[config.mk]
export PLATFORM = sky130hd
export DESIGN_NAME = mem_stage
export DESIGN_NICKNAME = d
export VERILOG_FILES = /design/src/rtl/mem_stage.sv
export SDC_FILE = /design/constraint.sdc
export NUM_CORES = 1
export LEC_CHECK = 0
export ABC_AREA = 1
export CELL_PAD_IN_SITES_DETAIL_PLACEMENT = 1
export CELL_PAD_IN_SITES_GLOBAL_PLACEMENT = 2
export CORE_UTILIZATION = 25
export CTS_CLUSTER_SIZE = 14
export DETAILED_ROUTE_END_ITERATION = 16
export GPL_TIMING_DRIVEN = 0
export PLACE_DENSITY = 0.95
export SETUP_SLACK_MARGIN = 0.3
export SLEW_MARGIN = 20
export SYNTH_ARGS = -nofsm -noshare
export SYNTH_HDL_FRONTEND = slang
export SYNTH_SLANG_ARGS = --single-unit
[constraint.sdc]
create_clock -name clk -period 4 [get_ports clk]
set_clock_uncertainty 0.1 [all_clocks]
set_input_delay 0.8 -clock clk [delete_from_list [all_inputs] [get_ports clk]]
set_output_delay 0.8 -clock clk [all_outputs]
set_load 0.02 [all_outputs]
[src/rtl/mem_stage.sv]
// mem_stage: memory-access stage between EX and WB.
// Issues loads/stores on a req/gnt/rvalid data port, lane-aligns store data,
// extends load data and registers the writeback result.
// Optional build macro: MEM_MISALIGN_TRAP_EN
//   defined   -> misaligned half/word accesses trap without a memory request
//   undefined -> misaligned low address bits are forced to zero and the access proceeds
//
// state | meaning
// IDLE  | no transaction; ALU results pass to WB, loads/stores are accepted
// REQ   | dmem_req_o high, request fields held until dmem_gnt_i
// RESP  | load granted, waiting up to WAIT_MAX cycles for dmem_rvalid_i
module mem_stage #(
  parameter int unsigned WAIT_MAX = 16
) (
  input  logic        clk,
  input  logic        rst_n,
  input  logic        ex_valid_i,
  input  logic [31:0] ex_result_i,
  input  logic [31:0] ex_store_data_i,
  input  logic [2:0]  ex_funct3_i,
  input  logic        ex_is_load_i,
  input  logic        ex_is_store_i,
  input  logic [4:0]  ex_rd_i,
  input  logic        ex_reg_write_i,
  output logic        mem_stall_o,
  output logic        dmem_req_o,
  output logic        dmem_we_o,
  output logic [31:0] dmem_addr_o,
  output logic [31:0] dmem_wdata_o,
  output logic [3:0]  dmem_be_o,
  input  logic        dmem_gnt_i,
  input  logic        dmem_rvalid_i,
  input  logic [31:0] dmem_rdata_i,
  output logic        wb_valid_o,
  output logic [4:0]  wb_rd_o,
  output logic [31:0] wb_data_o,
  output logic        wb_reg_write_o,
  output logic        wb_err_o
);

  localparam int unsigned CW = $clog2(WAIT_MAX + 1);

  typedef enum logic [1:0] {
    S_IDLE = 2'd0,
    S_REQ  = 2'd1,
    S_RESP = 2'd2
  } state_t;

  state_t state_q, state_d;

  logic [CW-1:0] cnt_q, cnt_d;
  logic          req_q;
  logic          we_q;
  logic [31:0]   addr_q;
  logic [31:0]   wdata_q;
  logic [3:0]    be_q;
  logic [2:0]    f3_q;
  logic [4:0]    rd_q;
  logic          rw_q;

  logic          wb_valid_q, wb_err_q, wb_rw_q;
  logic [4:0]    wb_rd_q;
  logic [31:0]   wb_data_q;

  logic          is_ls, f3_illegal, misaligned, trap;
  logic [31:0]   addr_eff, wdata_new;
  logic [3:0]    be_new;
  logic          timeout;

  logic          accept, wb_fire, wb_err_d, wb_rw_d;
  logic [4:0]    wb_rd_d;
  logic [31:0]   wb_data_d;

  logic [7:0]    lane_b;
  logic [15:0]   lane_h;
  logic [31:0]   load_ext;

  assign is_ls   = ex_is_load_i | ex_is_store_i;
  assign timeout = (cnt_q == CW'(WAIT_MAX - 1));

  assign mem_stall_o = (state_q != S_IDLE) | (ex_valid_i & is_ls);

  // Decode the incoming access: legality, alignment, effective address and store lanes
  always_comb begin
    if (ex_is_load_i) f3_illegal = (ex_funct3_i == 3'b011) | (ex_funct3_i[2:1] == 2'b11);
    else              f3_illegal = (ex_funct3_i > 3'b010);
    misaligned = ((ex_funct3_i[1:0] == 2'b01) & ex_result_i[0]) |
                 ((ex_funct3_i[1:0] == 2'b10) & (|ex_result_i[1:0]));
    addr_eff = ex_result_i;
`ifdef MEM_MISALIGN_TRAP_EN
    trap = f3_illegal | misaligned;
`else
    trap = f3_illegal;
    if (misaligned) begin
      if (ex_funct3_i[1:0] == 2'b01) addr_eff[0]   = 1'b0;
      else                           addr_eff[1:0] = 2'b00;
    end
`endif
    unique case (ex_funct3_i[1:0])
      2'b00: begin
        be_new    = 4'b0001 << addr_eff[1:0];
        wdata_new = {4{ex_store_data_i[7:0]}};
      end
      2'b01: begin
        be_new    = 4'b0011 << addr_eff[1:0];
        wdata_new = {2{ex_store_data_i[15:0]}};
      end
      default: begin
        be_new    = 4'hF;
        wdata_new = ex_store_data_i;
      end
    endcase
  end

  // Select and extend the returned load lane
  always_comb begin
    lane_b = dmem_rdata_i[8*addr_q[1:0] +: 8];
    lane_h = addr_q[1] ? dmem_rdata_i[31:16] : dmem_rdata_i[15:0];
    unique case (f3_q)
      3'b000:  load_ext = {{24{lane_b[7]}}, lane_b};
      3'b100:  load_ext = {24'h0, lane_b};
      3'b001:  load_ext = {{16{lane_h[15]}}, lane_h};
      3'b101:  load_ext = {16'h0, lane_h};
      default: load_ext = dmem_rdata_i;
    endcase
  end

  // State register
  always_ff @(posedge clk) begin
    if (!rst_n) state_q <= S_IDLE;
    else        state_q <= state_d;
  end

  // Next-state logic
  always_comb begin
    state_d = state_q;
    unique case (state_q)
      S_IDLE:  if (ex_valid_i && is_ls && !trap) state_d = S_REQ;
      S_REQ:   if (dmem_gnt_i) state_d = we_q ? S_IDLE : S_RESP;
      S_RESP:  if (dmem_rvalid_i || timeout) state_d = S_IDLE;
      default: state_d = S_IDLE;
    endcase
  end

  // Output / datapath control: what to latch and what to present to WB next cycle
  always_comb begin
    accept    = 1'b0;
    wb_fire   = 1'b0;
    wb_err_d  = 1'b0;
    wb_rw_d   = wb_rw_q;
    wb_rd_d   = wb_rd_q;
    wb_data_d = wb_data_q;
    cnt_d     = '0;
    unique case (state_q)
      S_IDLE: begin
        if (ex_valid_i) begin
          wb_rd_d = ex_rd_i;
          if (!is_ls) begin
            wb_fire   = 1'b1;
            wb_data_d = ex_result_i;
            wb_rw_d   = ex_reg_write_i & (ex_rd_i != 5'd0);
          end else if (trap) begin
            wb_fire  = 1'b1;
            wb_err_d = 1'b1;
            wb_rw_d  = 1'b0;
          end else begin
            accept  = 1'b1;
            wb_rd_d = wb_rd_q;
          end
        end
      end
      S_REQ: begin
        if (dmem_gnt_i && we_q) begin
          wb_fire = 1'b1;
          wb_rd_d = rd_q;
          wb_rw_d = 1'b0;
        end
      end
      S_RESP: begin
        cnt_d = cnt_q + 1'b1;
        if (dmem_rvalid_i) begin
          wb_fire   = 1'b1;
          wb_rd_d   = rd_q;
          wb_rw_d   = rw_q;
          wb_data_d = load_ext;
        end else if (timeout) begin
          wb_fire  = 1'b1;
          wb_err_d = 1'b1;
          wb_rd_d  = rd_q;
          wb_rw_d  = 1'b0;
        end
      end
      default: ;
    endcase
  end

  // Holding registers, request strobe, wait counter and WB outputs
  always_ff @(posedge clk) begin
    if (!rst_n) begin
      cnt_q      <= '0;
      req_q      <= 1'b0;
      we_q       <= 1'b0;
      addr_q     <= '0;
      wdata_q    <= '0;
      be_q       <= '0;
      f3_q       <= '0;
      rd_q       <= '0;
      rw_q       <= 1'b0;
      wb_valid_q <= 1'b0;
      wb_err_q   <= 1'b0;
      wb_rw_q    <= 1'b0;
      wb_rd_q    <= '0;
      wb_data_q  <= '0;
    end else begin
      cnt_q      <= cnt_d;
      req_q      <= (state_d == S_REQ);
      wb_valid_q <= wb_fire;
      wb_err_q   <= wb_err_d;
      wb_rw_q    <= wb_rw_d;
      wb_rd_q    <= wb_rd_d;
      wb_data_q  <= wb_data_d;
      if (accept) begin
        we_q    <= ~ex_is_load_i;
        addr_q  <= addr_eff;
        wdata_q <= wdata_new;
        be_q    <= be_new;
        f3_q    <= ex_funct3_i;
        rd_q    <= ex_rd_i;
        rw_q    <= ex_reg_write_i & (ex_rd_i != 5'd0);
      end
    end
  end

  assign dmem_req_o     = req_q;
  assign dmem_we_o      = we_q;
  assign dmem_addr_o    = addr_q;
  assign dmem_wdata_o   = wdata_q;
  assign dmem_be_o      = be_q;
  assign wb_valid_o     = wb_valid_q;
  assign wb_err_o       = wb_err_q;
  assign wb_rd_o        = wb_rd_q;
  assign wb_data_o      = wb_data_q;
  assign wb_reg_write_o = wb_rw_q;

endmodule
Yosys cells after proc, flatten, opt, wreduce, memory -nomap -nowiden
Index checks and enable logic that the tools add are counted.
{"block": "op_classes", "n_lt_le_gt_ge": 1, "n_reduce_logical": 16, "shift": 3, "n_eq_ne": 17, "mux": 45, "n_addsub": 1, "bitwise_logic": 9}
{"op": "$pmux W32 S2", "n": 2}
{"op": "$pmux W32 S4", "n": 1}
{"op": "$mux W32", "n": 3}
{"op": "$shiftx A32 B6 Y8", "n": 1}
{"op": "$mux W5", "n": 6}
{"op": "$mux W1", "n": 21}
{"op": "$mux W16", "n": 1}
{"op": "$pmux W5 S3", "n": 1}
{"op": "$mux W2", "n": 5}
{"op": "$ne A2 B2 Y1 const B", "n": 4}
{"op": "$pmux W4 S2", "n": 1}
{"op": "$eq A2 B1 Y1 const B", "n": 3}
{"op": "$eq A2 B2 Y1 const B", "n": 3}
{"op": "$eq A3 B3 Y1 const B", "n": 2}
{"op": "$ne A3 B3 Y1 const B", "n": 2}
{"op": "$pmux W1 S3", "n": 2}
{"op": "$pmux W2 S3", "n": 1}
{"op": "$add A5 B1 Y5 const B", "n": 1}
{"op": "$eq A5 B4 Y1 const B", "n": 1}
{"op": "$reduce_and A5 Y1", "n": 1}
{"op": "$reduce_bool A5 Y1", "n": 1}
{"op": "$and A1 B1 Y1", "n": 4}
{"op": "$logic_not A2 Y1", "n": 2}
{"op": "$or A1 B1 Y1", "n": 4}
{"op": "16 further kinds", "n": 19}
{"block": "word_totals", "out_inout_bits": 111, "inputBits": 112, "elab_cells": 107, "regBits": 126}

Logic depth before layout (Yosys ltp)
Gate-level depths: netlist of the first run.
{"block": "logic_depth", "ltp_word": 8, "mapped_depth": 12, "depth_no_buf": 12}

Worst setup path after synthesis of the first run
Ideal clock, no wire load.
{"block": "synth_timing", "path_kind": "input-to-output", "startpoint": "input ex_is_store_i", "endpoint": "output mem_stall_o", "setup_slack_ps": 1840, "path_stages": 4, "t_arrival_ps": 1260, "required_time_ps": 3100, "path_buffers": 0, "cell_sequence": "nor2_2 > inv_1 > nand2_1 > nand2_1"}
{"block": "synth_via", "elab_chain_cells": 3}
{"item": "from (decl)", "line_no": "22", "source": "input logic ex_is_store_i,"}
{"item": "$or A1 B1 Y1", "line_no": "78", "source": "assign is_ls = ex_is_load_i | ex_is_store_i;"}
{"item": "$and A1 B1 Y1", "line_no": "81", "source": "assign mem_stall_o = (state_q != S_IDLE) | (ex_valid_i & is_ls);"}
{"item": "$or A1 B1 Y1", "line_no": "81"}
{"item": "to (decl)", "line_no": "25", "source": "output logic mem_stall_o,"}
Every way passes these cells.

Final worst setup path of the first run
{"block": "layout_timing", "startpoint": "input ex_is_load_i", "endpoint": "output mem_stall_o"}
{"block": "layout_via", "elab_chain_cells": 3}
{"item": "from (decl)", "line_no": "21", "source": "input logic ex_is_load_i,"}
{"item": "$or A1 B1 Y1", "line_no": "78"}
{"item": "$and A1 B1 Y1", "line_no": "81"}
{"item": "$or A1 B1 Y1", "line_no": "81"}
Every way passes these cells.

==> reports/qor.csv, run 1 <==
metric,value,unit
status,completed,
Post-Syn Instances,886,
tightest hold margin,0.348,ns
leakage,0.00371,uW
Max Slew Vio Count,0,
Clock Power Share,40.7,%
first-pass GRT wire length,38500,microns
vias per inst,4.63,
starting DRC count in detailed routing,277,
worst slew pin tran,0.655,ns
CTS tree,built,
setup TNS,0,ns
Final Hold Viols,0,
Synth Net Count,1004,
"Cell Area, Placed",0.00868,sq mm
TritonCTS Sinks,126,
fill count,3021,
crit path cell chain,clkdlybuf4s50_1 -> nor2_2 -> inv_1 -> nand2_1 -> nand2_1 -> clkdlybuf4s50_1,
CTS Buffer Depth,2,
Finish-stage setup viols,0,
Setup Crit Path Kind,input port to output pin,
total grt overflow,0,
register bit total from synthesis,126,
CTS HTree Levels,4,
drt drc,0,
Int Power,2780,uW
hold crit path type,flip-flop to flip-flop,
Die ar.,0.0249,sq mm
Final Wtd Congestion,0.892,
area grow syn2layout,53.2,%
CP max stage cell,clkdlybuf4s50_1,
Port-buffer cells,221,
peak supply drop,0.000240,V
clk slew on worst S/H paths,0.06,ns
drt pass-1 iters,5,
hold buffer count at CTS,0,
yosys warns,0,
Final Cycle Share,80.4,%
vias in the first global route,6842,
worst slack at placement,0.776,ns
CP arrival,2.32,ns
IO Count,223,
maxcap violations,0,
sequential share of power,35.5,%
fin crit period,3.22,ns
routed length per placed instance,17.5,microns
Logic pwr share,23.8,%
Max Freq,311,MHz
Sw Share,30.7,%
crit-path max FO,3,
R2R setup slack,1.83,ns
initial antenna violation count,3,
final wirelength,25600,microns
"antenna viol nets, final",0,
DP Wirelength,19900,microns
layout cells sized above 1,9.13,%
Die H,158,microns
RSZ-0062 raised after global routing,false,
relative slew slack,56.3,%
Nets,1244,
PwrDens,431,mW/mm^2
design area,0.00929,sq mm
register area share after synthesis,41.6,%
clock insertion delay at the later pin of the skew report,0.43,ns
GRT Total Usage,20.5,%
root buffer cell,clkbuf_16,
via count,6761,
CP peak stage delay,0.58,ns
DIE WIDTH,158,microns
CTS buffer count,17,
core area,0.0236,sq mm
Post-Syn Area,0.00607,sq mm
post-CTS sizing,0,
CP Launch Type,input port,
Initial Utilization,25.7,%
post-synth cell types,31,
Row Count,56,
crit path buf inv count,3,
Net Switching,1230,uW
Syn Area/Cell,6.85,sq um
Top Family by Delay on Critical Path,buffers and inverters,
Critical Path RT,3.10,ns
post-CTS repair timing setup buffer count,0,
final worst slack,0.783,ns
Finished Core Util,39.3,%
CP Capture Type,output pin,
largest net degree at the start of global routing,17,
[worst paths after layout]
kind | from | endpoint | cells past startpoint
hold / removal | cnt_q[0]$_SDFF_PN0_ | cnt_q[0]$_SDFF_PN0_ | 1
setup / recovery | ex_is_load_i | mem_stall_o | 6
hold reg to reg | cnt_q[0]$_SDFF_PN0_ | cnt_q[0]$_SDFF_PN0_ | 1
setup reg to reg | state_q[0]$_SDFF_PN0_ | wb_data_o[23]$_SDFFE_PN0P_ | 9
[sequential cells by signal, indices dropped and copies added, names as in the netlist]
register        cells
cnt_q               5
dmem_addr_o        32
dmem_be_o           4
dmem_req_o          1
dmem_wdata_o       32
dmem_we_o           1
f3_q                3
rd_q                5
rw_q                1
state_q             2
wb_data_o          32
wb_err_o            1
wb_rd_o             5
wb_reg_write_o      1
wb_valid_o          1
[layout make-up]
type                            count  area (sq um)  share of cell area (%)
Clock inverter                     14           168                    1.80
Tap cell                          319           399                    4.30
Multi-Input combinational cell    646          3000                    32.3
Clock buffer                       18           439                    4.73
Inverter                           55           206                    2.22
Buffer                             59           340                    3.66
Timing Repair Buffer              221          2210                    23.8
Sequential cell                   126          2520                    27.1
Antenna cell                        3          7.51                  0.0808
[routing by layer]
| metal | GRT usage [%] | part of all wire [%] |
|---|---|---|
| met5 | 0 | 0 |
| met4 | 7.35 | 2.3 |
| met3 | 5.28 | 5.7 |
| met2 | 33.9 | 46 |
| met1 | 25.6 | 46 |
[cells in the final DEF (no fill, tap or decap), types with 10 or more instances in the layout]
cell type,instances
o211ai_1,10
clkbuf_1,25
clkdlybuf4s50_1,221
a21oi_1,116
o21ai_0,101
nand2_1,192
or2_2,23
inv_1,49
buf_6,10
nor2_1,123
clkbuf_16,17
nand3_1,44
dfxtp_1,126
buf_2,17
[Yosys cell counts (all sizes together)]
cell type	instances	area (sq um)
a21oi	118	598
a31oi	1	6.26
and2	2	12.5
buf	34	246
clkbuf	25	93.8
dfxtp	126	2520
ha	6	75.1
inv	55	206
nand2	197	757
nand3	44	220
nand4	3	18.8
nor2	125	479
nor3	3	15.0
nor3b	1	7.51
o2111ai	4	35.0
o211ai	10	75.1
o21ai	107	539
o21bai	1	7.51
or2	24	150
[power by group through the flow]
stage	sequential (uW)	clock (uW)	combinational, uW
3_5_place_dp	1450	0	958
5_1_grt	1430	1710	1040
3_3_place_gp	1450	0	945
4_1_cts	1420	1650	962
2_1_floorplan	1560	0	371
6_report	1420	1630	955
[cell families (layout without fill, tap and decap cells)]
kind of cell,Yosys count,in the layout,synth area share [%]
other cells,0,3,0
fa+ha+maj,6,6,1.24
flops,126,126,41.6
buf+inv,114,367,9.01
simple gates,399,399,27.4
compound gates,241,241,20.8
[through the flow]
| step | std cells | total power, uW |
|---|---|---|
| floorplan | 886 | 1930 |
| global placement | 1426 | 2390 |
| detailed placement | 1426 | 2410 |
| CTS | 1458 | 4040 |
| global route | 1458 | 4180 |
| finish | 1461 | 4010 |
No activity file was read; power rests on OpenSTA's default activity.
==> run 2: changes to the inputs <==
--- a/config.mk
+++ b/config.mk
@@ -8,11 +8,11 @@
 export ABC_AREA = 1
 export CELL_PAD_IN_SITES_DETAIL_PLACEMENT = 1
 export CELL_PAD_IN_SITES_GLOBAL_PLACEMENT = 2
-export CORE_UTILIZATION = 25
+export CORE_UTILIZATION = 23
 export CTS_CLUSTER_SIZE = 14
 export DETAILED_ROUTE_END_ITERATION = 16
 export GPL_TIMING_DRIVEN = 0
-export PLACE_DENSITY = 0.95
+export PLACE_DENSITY = 0.89
 export SETUP_SLACK_MARGIN = 0.3
 export SLEW_MARGIN = 20
 export SYNTH_ARGS = -nofsm -noshare
==> constraint.sdc (replaced) <==
create_clock -name clk -period 3.2 [get_ports clk]
set_clock_uncertainty 0.1 [all_clocks]
set_input_delay 0.64 -clock clk [delete_from_list [all_inputs] [get_ports clk]]
set_output_delay 0.64 -clock clk [all_outputs]
set_load 0.02 [all_outputs]
==> reports/qor.csv, run 2 (synthesis gave the netlist of run 1 again) <==
metric,value,unit,change
status,completed,,
CTS buffer count,17,,unchanged
Row Count,59,,+5.4%
leakage,0.00373,uW,+0.43%
crit-path max FO,3,,unchanged
RSZ-0062 raised after global routing,false,,
hold crit path type,flip-flop to flip-flop,,
CTS tree,built,,
core area,0.0260,sq mm,+10%
Port-buffer cells,221,,unchanged
design area,0.00930,sq mm,+0.12%
clock insertion delay at the later pin of the skew report,0.41,ns,-0.02 ns
drt drc,0,,unchanged
post-CTS repair timing setup buffer count,0,,unchanged
worst slew pin tran,0.628,ns,-0.0273 ns
Finish-stage setup viols,0,,unchanged
final wirelength,25800,microns,+0.95%
Clock Power Share,40.2,%,-0.5 points
starting DRC count in detailed routing,395,,+43%
Final Hold Viols,0,,unchanged
DP Wirelength,20100,microns,+1.0%
post-CTS sizing,2,,+2
Top Family by Delay on Critical Path,buffers and inverters,,
Critical Path Sink,mem_stall_o,,
crit path from,ex_is_load_i,,
CTS HTree Levels,4,,unchanged
CP Capture Type,output pin,,
layout cells sized above 1,9.05,%,-0.080 points
Sw Share,29.9,%,-0.79 points
footprint of the multi-input gates,0.00300,sq mm,+0.17%
worst r2r src,state_q[0]$_SDFF_PN0_,,
most frequent cells in the layout,"clkdlybuf4s50_1 (220), nand2_1 (192), dfxtp_1 (126)",,
Hold Crit Depth,1,,unchanged
CP max stage cell,clkdlybuf4s50_1,,
setup TNS,0,ns,unchanged
first-pass GRT wire length,39300,microns,+2.1%
Logic pwr share,24.1,%,+0.3 points
Critical Path RT,2.46,ns,-0.64 ns
DIE WIDTH,164,microns,+4.2%
Critical R2R Capture,dmem_addr_o[20]$_SDFFE_PN0P_,,
FF-to-FF path depth,8,,-1
Net Switching,1490,uW,+21%
GRT Total Usage,19.2,%,-1.3 points
PwrDens,534,mW/mm^2,+24%
vias per inst,4.56,,-1.6%
TritonCTS Sinks,126,,unchanged
total grt overflow,0,,unchanged
Nets,1244,,unchanged
most frequent CP cell,nand2_1,,
relative slew slack,58.1,%,+1.8 points
CTS Buffer Depth,2,,unchanged
crit path cell chain,clkdlybuf4s50_1 -> nor2_4 -> inv_1 -> nand2_1 -> nand2_1 -> dlygate4sd2_1,,
CP peak stage delay,0.51,ns,-0.07 ns
Max Freq,371,MHz,
peak supply drop,0.000202,V,-16%
area grow syn2layout,53.4,%,
CP arrival,1.95,ns,-0.37 ns
IO Count,223,,unchanged
Setup Crit Path Kind,input port to output pin,,
Final Wtd Congestion,0.846,,-5.2%
largest net degree at the start of global routing,17,,unchanged
"most common cell after layout, fill and taps aside",clkdlybuf4s50_1,,
Max Slew Vio Count,0,,unchanged
sequential share of power,35.8,%,+0.3 points
Die H,164,microns,+4.2%
register area,0.00252,sq mm,unchanged
"antenna viol nets, final",0,,unchanged
Min-Delay Startpoint,cnt_q[0]$_SDFF_PN0_,,
Initial Utilization,23.3,%,-2.3 points
fin crit period,2.69,ns,
Int Power,3480,uW,+25%
R2R setup slack,0.91,ns,-0.92 ns
drt pass-1 iters,4,,-1
Crit path depth,6,,unchanged
CP Launch Type,input port,,
Die ar.,0.0270,sq mm,+8.6%
Final Cycle Share,84.2,%,
clk slew on worst S/H paths,0.05,ns,about the same
crit path buf inv count,3,,unchanged
maxcap violations,0,,unchanged
routed length per placed instance,17.5,microns,about the same
Finished Core Util,35.8,%,-3.5 points
vias in the first global route,6900,,+0.85%
root buffer cell,clkbuf_16,,
"Cell Area, Placed",0.00870,sq mm,+0.23%
fill count,3228,,+6.9%
initial antenna violation count,2,,-1
via count,6719,,-0.62%
hold buffer count at CTS,0,,unchanged
## run 2: worst min path at each step
| stage | endpoint | slack [ns] |
|---|---|---|
| 3_3_place_gp | cnt_q[0]$_SDFF_PN0_ | 0.33 |
| 6_report | cnt_q[0]$_SDFF_PN0_ | 0.35 |
| 3_5_place_dp | cnt_q[0]$_SDFF_PN0_ | 0.34 |
| 4_1_cts | cnt_q[0]$_SDFF_PN0_ | 0.35 |
| 5_1_grt | cnt_q[0]$_SDFF_PN0_ | 0.37 |
| 2_1_floorplan | cnt_q[0]$_SDFF_PN0_ | 0.32 |
## run 2: stage by stage
stage               total power [uW]  instances  hold slack (ns)  setup WS (ns)
detailed placement              3010       1442            0.340          0.188
global placement                3000       1442            0.328          0.210
finish                          4970       1475            0.350          0.506
global route                    5220       1475            0.365          0.441
CTS                             5020       1473            0.352          0.492
floorplan                       2410        886            0.318           1.36
## run 2: routing by layer
layer / up-vias / global-route usage [%] / part of all wire (%)
met5: - / 0 / 0
met4: 0 / 6.09 / 1.6
met3: 25 / 3.57 / 4.9
met2: 153 / 33.2 / 48
met1: 3163 / 24.1 / 45
li1: 3378 / - / -
## run 2: worst register-to-register path, delay by kind of cell, from the launching register on
family	cells	cell delay [ns]
compound gates	1	0.44
fa+ha+maj	1	0.31
buf+inv	2	0.43
flops	1	0.36
simple gates	4	0.54
## run 2: final cells by class
cell class,count,area share (%)
sequential,126,27.1
inverter,55,2.22
timing repair buffer,221,23.8
clock inverter,12,1.55
buffer,59,3.66
antenna,2,0.0538
tap,335,4.51
multi-input combinational,646,32.3
clock buffer,19,4.87
## run 2: power by group through the flow
stage | registers, uW | logic, uW | clock network [uW]
after floorplan | 1940 | 464 | 0
after global placement | 1800 | 1190 | 0
after detailed placement | 1810 | 1200 | 0
after CTS | 1780 | 1210 | 2040
after global routing | 1790 | 1300 | 2120
final | 1780 | 1200 | 2000
==> run 3: changes to the inputs <==
==> constraint.sdc (replaced) <==
create_clock -name clk -period 2.66 [get_ports clk]
set_clock_uncertainty 0.1 [all_clocks]
set_input_delay 0.532 -clock clk [delete_from_list [all_inputs] [get_ports clk]]
set_output_delay 0.532 -clock clk [all_outputs]
set_load 0.02 [all_outputs]
==> reports/qor.csv, run 3 (synthesis gave the netlist of run 1 again) <==
metric,value,unit,change
status,completed,,
Port-buffer cells,221,,unchanged
placed cells,1442,,unchanged
most frequent cells in the layout,"clkdlybuf4s50_1 (219), nand2_1 (192), dfxtp_1 (125)",,
largest net degree at the start of global routing,17,,unchanged
Max Freq,428,MHz,
GRT Total Usage,19.2,%,unchanged
register area,0.00252,sq mm,about the same
design area,0.00932,sq mm,+0.13%
CP Launch Type,input port,,
sequential share of power,35.8,%,about the same
tightest hold margin,0.350,ns,-0.0000110 ns
clk slew on worst S/H paths,0.06,ns,about the same
Setup Crit Path Kind,input port to flip-flop,,
Sw Share,29.9,%,about the same
Clock Power Share,40.2,%,about the same
root buffer cell,clkbuf_16,,
Die ar.,0.0270,sq mm,unchanged
final cell count without fillers,1476,,+0.068%
CTS tree,built,,
crit path cell chain,clkdlybuf4s50_1 -> o21ai_2 -> nand2_4 -> clkbuf_1 -> o21ai_0 -> nor2_1,,
total grt overflow,0,,unchanged
RSZ-0062 raised after global routing,false,,
hold crit path type,flip-flop to flip-flop,,
relative slew slack,57.6,%,-0.53 points
Nets,1245,,+0.080%
Initial Utilization,23.3,%,unchanged
vias in the first global route,6902,,+0.029%
vias per inst,4.56,,about the same
Logic pwr share,24.0,%,about the same
worst r2r src,state_q[1]$_SDFF_PN0_,,
area grow syn2layout,53.6,%,
FF-to-FF path depth,8,,unchanged
Final Hold Viols,0,,unchanged
PwrDens,642,mW/mm^2,+20%
CP Capture Type,flip-flop,,
CP arrival,2.52,ns,+0.57 ns
Finish-stage setup viols,0,,unchanged
CP max stage cell,clkdlybuf4s50_1,,
Final Cycle Share,87.9,%,
peak supply drop,0.000243,V,+20%
Die H,164,microns,unchanged
drt pass-1 iters,5,,+1
CTS Buffer Depth,2,,unchanged
Row Count,59,,unchanged
"antenna viol nets, final",0,,unchanged
IO Count,223,,unchanged
Min-Delay Startpoint,cnt_q[0]$_SDFF_PN0_,,
Final Wtd Congestion,0.846,,unchanged
CTS HTree Levels,4,,unchanged
initial antenna violation count,2,,unchanged
layout cells sized above 1,9.48,%,+0.43 points
leakage,0.00374,uW,+0.33%
first-pass GRT wire length,39300,microns,about the same
Net Switching,1790,uW,+20%
drt drc,0,,unchanged
DP Wirelength,20100,microns,unchanged
total power,5980,uW,+20%
"most common cell after layout, fill and taps aside",clkdlybuf4s50_1,,
final wirelength,25800,microns,about the same
Max Slew Vio Count,0,,unchanged
CP peak stage delay,0.53,ns,+0.02 ns
TritonCTS Sinks,126,,unchanged
maxcap violations,0,,unchanged
clock insertion delay at the later pin of the skew report,0.41,ns,about the same
Hold Crit Endpoint,cnt_q[0]$_SDFF_PN0_,,
Critical R2R Capture,dmem_addr_o[20]$_SDFFE_PN0P_,,
via count,6729,,+0.15%
"Cell Area, Placed",0.00870,sq mm,unchanged
fill count,3226,,-0.062%
footprint of the multi-input gates,0.00300,sq mm,unchanged
Hold Crit Depth,1,,unchanged
routed length per placed instance,17.5,microns,-0.14%
core area,0.0260,sq mm,unchanged
Finished Core Util,35.8,%,+0.048 points
starting DRC count in detailed routing,444,,+12%
R2R setup slack,0.39,ns,-0.52 ns
crit-path max FO,10,,+7
Critical Path RT,2.85,ns,+0.39 ns
DIE WIDTH,164,microns,unchanged
Int Power,4190,uW,+20%
worst slew pin tran,0.636,ns,+0.00791 ns
CTS buffer count,17,,unchanged
fin crit period,2.34,ns,
## run 3: area by class of cell
type	count	share of cell area, %
Sequential cell	126	27.1
Tap cell	335	4.50
Clock buffer	19	4.86
Buffer	59	3.68
Clock inverter	12	1.54
Multi-Input combinational cell	646	32.2
Timing Repair Buffer	222	23.8
Antenna cell	2	0.0537
Inverter	55	2.22
## run 3: power groups by stage
stage,clock network (uW),logic [uW],registers (uW)
floorplan,0,558,2340
global placement,0,1430,2170
detailed placement,0,1450,2180
CTS,2450,1450,2140
global route,2550,1570,2160
finish,2400,1440,2140
## run 3: how the worst max path moves through the flow
stage                     slack, ns                  start  cells past startpoint                      endpoint
after floorplan                0.99         ex_funct3_i[1]                      9  dmem_addr_o[10]$_SDFFE_PN0P_
after global placement        -0.11           ex_is_load_i                      6                   mem_stall_o
after detailed placement      -0.14           ex_is_load_i                      6                   mem_stall_o
after CTS                      0.35  state_q[0]$_SDFF_PN0_                      4                   mem_stall_o
after global routing           0.32         ex_funct3_i[0]                      6  dmem_addr_o[20]$_SDFFE_PN0P_
final                          0.32         ex_funct3_i[0]                      6  dmem_addr_o[20]$_SDFFE_PN0P_
## run 3: worst max-delay path: cells and delay by family
family	cells	cell delay (ns)
AO/OA/AOI/OAI	2	0.93
AND/OR/NAND/NOR	2	0.21
buffers and inverters	2	0.85
## run 3: repair_timing
item / CTS / global route
hold endpoints to repair: 0 / 0
setup buffers: 1 / 0
endpoints found under the setup margin: 1 / 6
hold buffers: 0 / 0
pin swaps: 1 / 0
resized for setup: 5 / 5
## run 3: through the flow
step,worst slack (ns),setup TNS [ns]
6_report,0.322,0
5_1_grt,0.318,0
4_1_cts,0.351,0
3_5_place_dp,-0.136,-0.160
3_3_place_gp,-0.114,-0.127
2_1_floorplan,0.990,0
## run 3: per-layer routing
metal  track usage, %  part of all wire (%)  wire [microns]  up-vias
met5                0                     0               0        -
met2             33.2                    48           12500      158
met1             24.1                    45           11700     3163
li1                 -                     -               -     3381
met3             3.57                   4.7            1210       27
met4             6.09                   1.7             437        0
